<file path="src/rtl/dff_pipe.sv">
// Enable-gated, synchronously reset delay line for scalars, vectors and matrices.
// Optional simulation checks are compiled in with `define DFF_PIPE_ASSERT_EN.
module dff_pipe #(
   parameter int WIDTH         = 32,
   parameter int ARRAY_SIZE1   = 1,
   parameter int ARRAY_SIZE2   = 1,
   parameter int PIPE_DEPTH    = 1,
   parameter int RETIME_STATUS = 0
) (
   input  logic             clk,
   input  logic             reset,
   input  logic             en,
   input  logic [WIDTH-1:0] in  [ARRAY_SIZE1-1:0][ARRAY_SIZE2-1:0],
   output logic [WIDTH-1:0] out [ARRAY_SIZE1-1:0][ARRAY_SIZE2-1:0]
);

   generate
      if (PIPE_DEPTH == 0) begin : g_wire
         // With no stages the control inputs have nothing to drive.
         logic unused_ctrl;
         assign unused_ctrl = ^{clk, reset, en};
         assign out = in;
      end else begin : g_regs
         logic [WIDTH-1:0] stage_q [PIPE_DEPTH][ARRAY_SIZE1-1:0][ARRAY_SIZE2-1:0];
         logic [WIDTH-1:0] stage_d [PIPE_DEPTH][ARRAY_SIZE1-1:0][ARRAY_SIZE2-1:0];

         always_comb begin
            // NOTE: default to hold so every path assigns stage_d and no latch is inferred.
            stage_d = stage_q;
            if (reset) begin
               for (int k = 0; k < PIPE_DEPTH; k++) begin
                  for (int i = 0; i < ARRAY_SIZE1; i++) begin
                     for (int j = 0; j < ARRAY_SIZE2; j++) begin
                        stage_d[k][i][j] = '0;
                     end
                  end
               end
            end else if (en) begin
               stage_d[0] = in;
               for (int k = 1; k < PIPE_DEPTH; k++) begin
                  stage_d[k] = stage_q[k-1];
               end
            end
         end

         if (RETIME_STATUS != 0) begin : g_retimed
            // NOTE: non-blocking update so every stage samples the pre-edge value of its predecessor.
            (* retiming_forward = 1, retiming_backward = 1 *)
            always_ff @(posedge clk) begin
               stage_q <= stage_d;
            end
         end else begin : g_plain
            always_ff @(posedge clk) begin
               stage_q <= stage_d;
            end
         end

         assign out = stage_q[PIPE_DEPTH-1];
      end
   endgenerate

`ifdef DFF_PIPE_ASSERT_EN
   generate
      if (WIDTH < 1) begin : g_bad_width
         $error("dff_pipe: WIDTH must be at least 1");
      end
      if (ARRAY_SIZE1 < 1) begin : g_bad_size1
         $error("dff_pipe: ARRAY_SIZE1 must be at least 1");
      end
      if (ARRAY_SIZE2 < 1) begin : g_bad_size2
         $error("dff_pipe: ARRAY_SIZE2 must be at least 1");
      end
      if (PIPE_DEPTH < 0) begin : g_bad_depth
         $error("dff_pipe: PIPE_DEPTH must not be negative");
      end
   endgenerate

   always @(posedge clk) begin
      assert (!$isunknown(reset)) else $error("dff_pipe: reset is X/Z at clock edge");
      assert (!$isunknown(en))    else $error("dff_pipe: en is X/Z at clock edge");
   end
`endif

endmodule

</file>
<file path="config.mk">
export PLATFORM = sky130hd
export DESIGN_NAME = dff_pipe
export DESIGN_NICKNAME = d
export VERILOG_FILES = /design/src/rtl/dff_pipe.sv
export SDC_FILE = /design/constraint.sdc
export NUM_CORES = 1
export LEC_CHECK = 0
export ABC_AREA = 1
export BUFFER_PORTS_ARGS = -buffer_cell sky130_fd_sc_hd__buf_2
export CAP_MARGIN = 10
export CORE_MARGIN = 2
export CORE_UTILIZATION = 47
export CTS_BUF_LIST = sky130_fd_sc_hd__clkbuf_4
export DETAILED_ROUTE_END_ITERATION = 10
export PLACE_DENSITY_LB_ADDON = 0.12
export SLEW_MARGIN = 5
export SYNTH_ARGS = -nofsm -noshare
export SYNTH_HDL_FRONTEND = slang
export SYNTH_SLANG_ARGS = --single-unit
</file>
<file path="constraint.sdc">
create_clock -name clk -period 0.8 [get_ports clk]
set_input_delay 0.16 -clock clk [delete_from_list [all_inputs] [get_ports clk]]
set_output_delay 0.16 -clock clk [all_outputs]
set_load 0.02 [all_outputs]
</file>
After elaboration in Yosys (flattened, before gate mapping)
Index checks and enable logic that the tools add are counted.
{ "totals": {"reg_bits": 32, "inputBits": 35} }

Logic depth before layout (Yosys ltp)
{ "logic_depth": {"ltp_word": 0, "mapped_depth": 5, "mapped_depth_nobuf": 4} }

Worst setup path before layout
Ideal clock, no wire load.
{ "synth_path": {"path_type": "input -> register", "from": "input port en", "to": "register g_regs.stage_q, in the netlist out[10]", "setup_time_ns": 0.113, "arrival_ns": 0.541, "required_time_ns": 0.687, "slack_ns": 0.146, "stages": 4, "n_path_buf": 2, "path_cell_list": "buf_6 buf_6 nor2_1 nor2_1"} }
{ "synth_lines": {"columns": ["item", "line_no", "text"], "rows": [
  ["from (decl)", "12", "input logic en,"],
  ["to (signal assigned)", "54", "stage_q <= stage_d;"],
  ["to (decl)", "24", "logic [WIDTH-1:0] stage_q [PIPE_DEPTH][ARRAY_SIZE1-1:0][ARRAY_SIZE2-1:0];"]
]} }

Final worst setup path
{ "layout_path": {"from": "register g_regs.stage_q, in the netlist out[2]", "to": "output port out[2] (netlist bit)"} }
{ "layout_lines": {"columns": ["item", "line_no", "text"], "rows": [
  ["to (decl)", "14", "output logic [WIDTH-1:0] out [ARRAY_SIZE1-1:0][ARRAY_SIZE2-1:0]"]
]} }
No word-level cell between the ends.

==> flow_summary.json <==
{
  "yosysWarningCount": 0,
  "worst_r2r_path_depth": 3,
  "first_global_vias": 1122,
  "worstSetupStartpointType": "register",
  "clkSinkCount": 32,
  "run_status": "complete, but fails checks",
  "ys_types": 6,
  "worst-r2r-setup-slack_ns": 0.11,
  "insertion_delay_ns": 0.31,
  "cts.htree.levels": 2,
  "worstPathBufferInverterCount": 1,
  "dr.pass1.iters": 4,
  "worst-setup-path-type": "register to output port",
  "timing.clock.skew_ns": 0,
  "ant_cells": 0,
  "grt_antenna_before_repair": 0,
  "crit_arrival_ns": 0.79,
  "rel_slew_slack": 0.903,
  "crit-reg2reg-capture": "out[2]",
  "final.min_clock_period_ns": 0.946,
  "globalRouteTotalUtil": 0.179,
  "ir_drop_uv": 1610,
  "final_power_w": 0.00337,
  "post-route-util": 0.729,
  "cts_inserted_buffers": 5,
  "hold_viol_final": 0,
  "critical-path-slowest-cell": "sky130_fd_sc_hd__dfxtp_2",
  "fp.dieArea_um2": 3290,
  "io-pin-count": 67,
  "synth.cell_area_um2": 1340,
  "worst_setup_hold_path_clk_slew_ns": 0.09,
  "violations": "setup timing",
  "global_route_total_overflow": 0,
  "postSynthNetCount": 238,
  "postRouteWirelength_um": 2670,
  "post_synth_main_area_contributors": "sky130_fd_sc_hd__dfxtp_1 (48%), sky130_fd_sc_hd__nand2_1 (18%), sky130_fd_sc_hd__nor2_1 (18%)",
  "via_count": 1262,
  "synth_sequential_area_ratio": 0.479,
  "power.leakage_nw": 1.16,
  "largest_register_ff_count": 32,
  "post-route-drc-count": 0,
  "crit_cells": 1,
  "commonest_cells_after_routing_fill_and_taps_aside": "sky130_fd_sc_hd__nor2_1 (64), sky130_fd_sc_hd__nand2_1 (64), sky130_fd_sc_hd__buf_2 (34), sky130_fd_sc_hd__inv_1 (33)",
  "floorplan.core_area_um2": 2730,
  "post-synth-top-area-fraction": 0.479,
  "worst_path_largest_cell_delay_ns": 0.35,
  "crit_chain": "buf_6",
  "clk_root_buffer_cell": "sky130_fd_sc_hd__clkbuf_4",
  "die_h_um": 57.4,
  "cp_endpoint": "out[2]",
  "post_route_cells_drive_above_1_share": 0.407,
  "report.final.slew_viol_count": 0,
  "grt_max_degree": 34,
  "yosys_register_bits": 32,
  "number_of_nets_in_the_finished_design": 310,
  "floorplan.initialDensity": 0.490,
  "globalplace.congestion": 0.696,
  "crit_fanout": 2,
  "flow.area_growth_from_synthesis_pct": 48.8,
  "unrepaired_setup_endpoints_after_global_routing": "true",
  "rows": 19,
  "clock_tree_from_tritoncts": "done",
  "die_width_um": 57.4,
  "setup_viol": 32,
  "min_path_type": "input pin to register",
  "netlist_instances": 203,
  "first_iter_violations": 40,
  "dp.final_hpwl_um": 1760,
  "hold-worst-slack_ns": 0.114,
  "worst_path_dominant_cell_family": "flip-flops",
  "antenna_left": 0,
  "syn_avg_cell_area_um2": 6.59,
  "fin_setup_tns_ns": -4.26,
  "worstReg2RegStart": "out[2]",
  "worst_endpoint_required_time_ns": 0.64,
  "number_of_filler_instances_in_the_final_layout": 260,
  "post-synth-top-area-cell": "sky130_fd_sc_hd__dfxtp_1",
  "maxClockFrequency_mhz": 1060,
  "clk_path_buf_depth": 2,
  "drt-wirelength-per-cell_um": 8.72,
  "period_utilisation_layout": 1.18,
  "routed_via_density": 4.12,
  "setup_slack_ns": -0.146,
  "cp-end-kind": "output port",
  "worst-slew-pin-transition_ns": 0.145,
  "io_buffers": 66,
  "max-cap-violations": 0,
  "powerDensity_nw_per_um2": 1690,
  "grt_first_pass_wirelength_um": 4530,
  "startpoint": "out[2]"
}
==> cell usage after synthesis, drive strengths merged <==
cell   count
nor2      64
nand2     64
buf       10
inv       33
dfxtp     32
==> power breakdown <==
| part | total (W) | switching [W] | internal [W] | leakage [nW] |
|---|---|---|---|---|
| registers | 0.00180 | 0.0000752 | 0.00173 | 0.275 |
| logic | 0.000782 | 0.000385 | 0.000397 | 0.855 |
| clock network | 0.000785 | 0.000480 | 0.000306 | 0.0261 |
| total | 0.00337 | 0.000940 | 0.00243 | 1.16 |
==> layout make-up <==
| cell class | count | area [um2] | share of cell area |
|---|---|---|---|
| Inverter | 33 | 124 | 0.0622 |
| Tap cell | 31 | 38.8 | 0.0195 |
| Clock buffer | 5 | 37.5 | 0.0188 |
| Clock inverter | 2 | 7.51 | 0.00377 |
| Sequential cell | 32 | 681 | 0.342 |
| Timing Repair Buffer | 75 | 623 | 0.313 |
| Multi-Input combinational cell | 128 | 480 | 0.241 |
==> worst reg2reg max path, delay by kind of cell (launching register included) <==
kind	cells	cell delay (ns)
flip-flops	1	0.34
buffers and inverters	1	0.12
AND/OR/NAND/NOR	2	0.13
==> logic make-up (layout without fill, tap and decap cells) <==
group / Yosys count / after routing / share of synthesized area
flip-flops: 32 / 32 / 0.479
AND/OR/NAND/NOR: 128 / 128 / 0.359
buffers and inverters: 43 / 115 / 0.163
==> worst min-delay path by stage <==
stage          slack (ns)  startpoint  cells past startpoint      end
2_1_floorplan        0.34       reset                      3  out[29]
5_1_grt               0.1       in[3]                      5   out[3]
3_3_place_gp         0.44      in[19]                      5  out[19]
6_report             0.11      in[26]                      5  out[26]
3_5_place_dp         0.45      in[23]                      5  out[23]
4_1_cts               0.1       in[6]                      5   out[6]
==> per-stage QoR <==
step                      cell area, um2  worst slack (ns)  std cells
after floorplan                     1340             0.146        203
after global placement              1680            0.0373        295
after CTS                           1970            -0.160        303
final                               1990            -0.146        306
after detailed placement            1680            0.0280        295
after global routing                1990            -0.201        306
==> timing repair <==
action                                 in CTS  in global routing
gates cloned                                0                  0
setup endpoints to repair                  32                 32
resized for setup                          96                  0
hold buffers                                0                  0
endpoints found under the hold margin       0                  0
buffers inserted                            1                  3
==> metal layers <==
metal | up-vias | part of all wire | GRT usage
met2 | 41 | 0.46 | 0.291
met5 | - | 0 | 0
li1 | 710 | - | -
met4 | 0 | 0.016 | 0.0598
met1 | 505 | 0.43 | 0.207
met3 | 6 | 0.088 | 0.0862
Note: power is estimated with default switching activity, not from simulation.
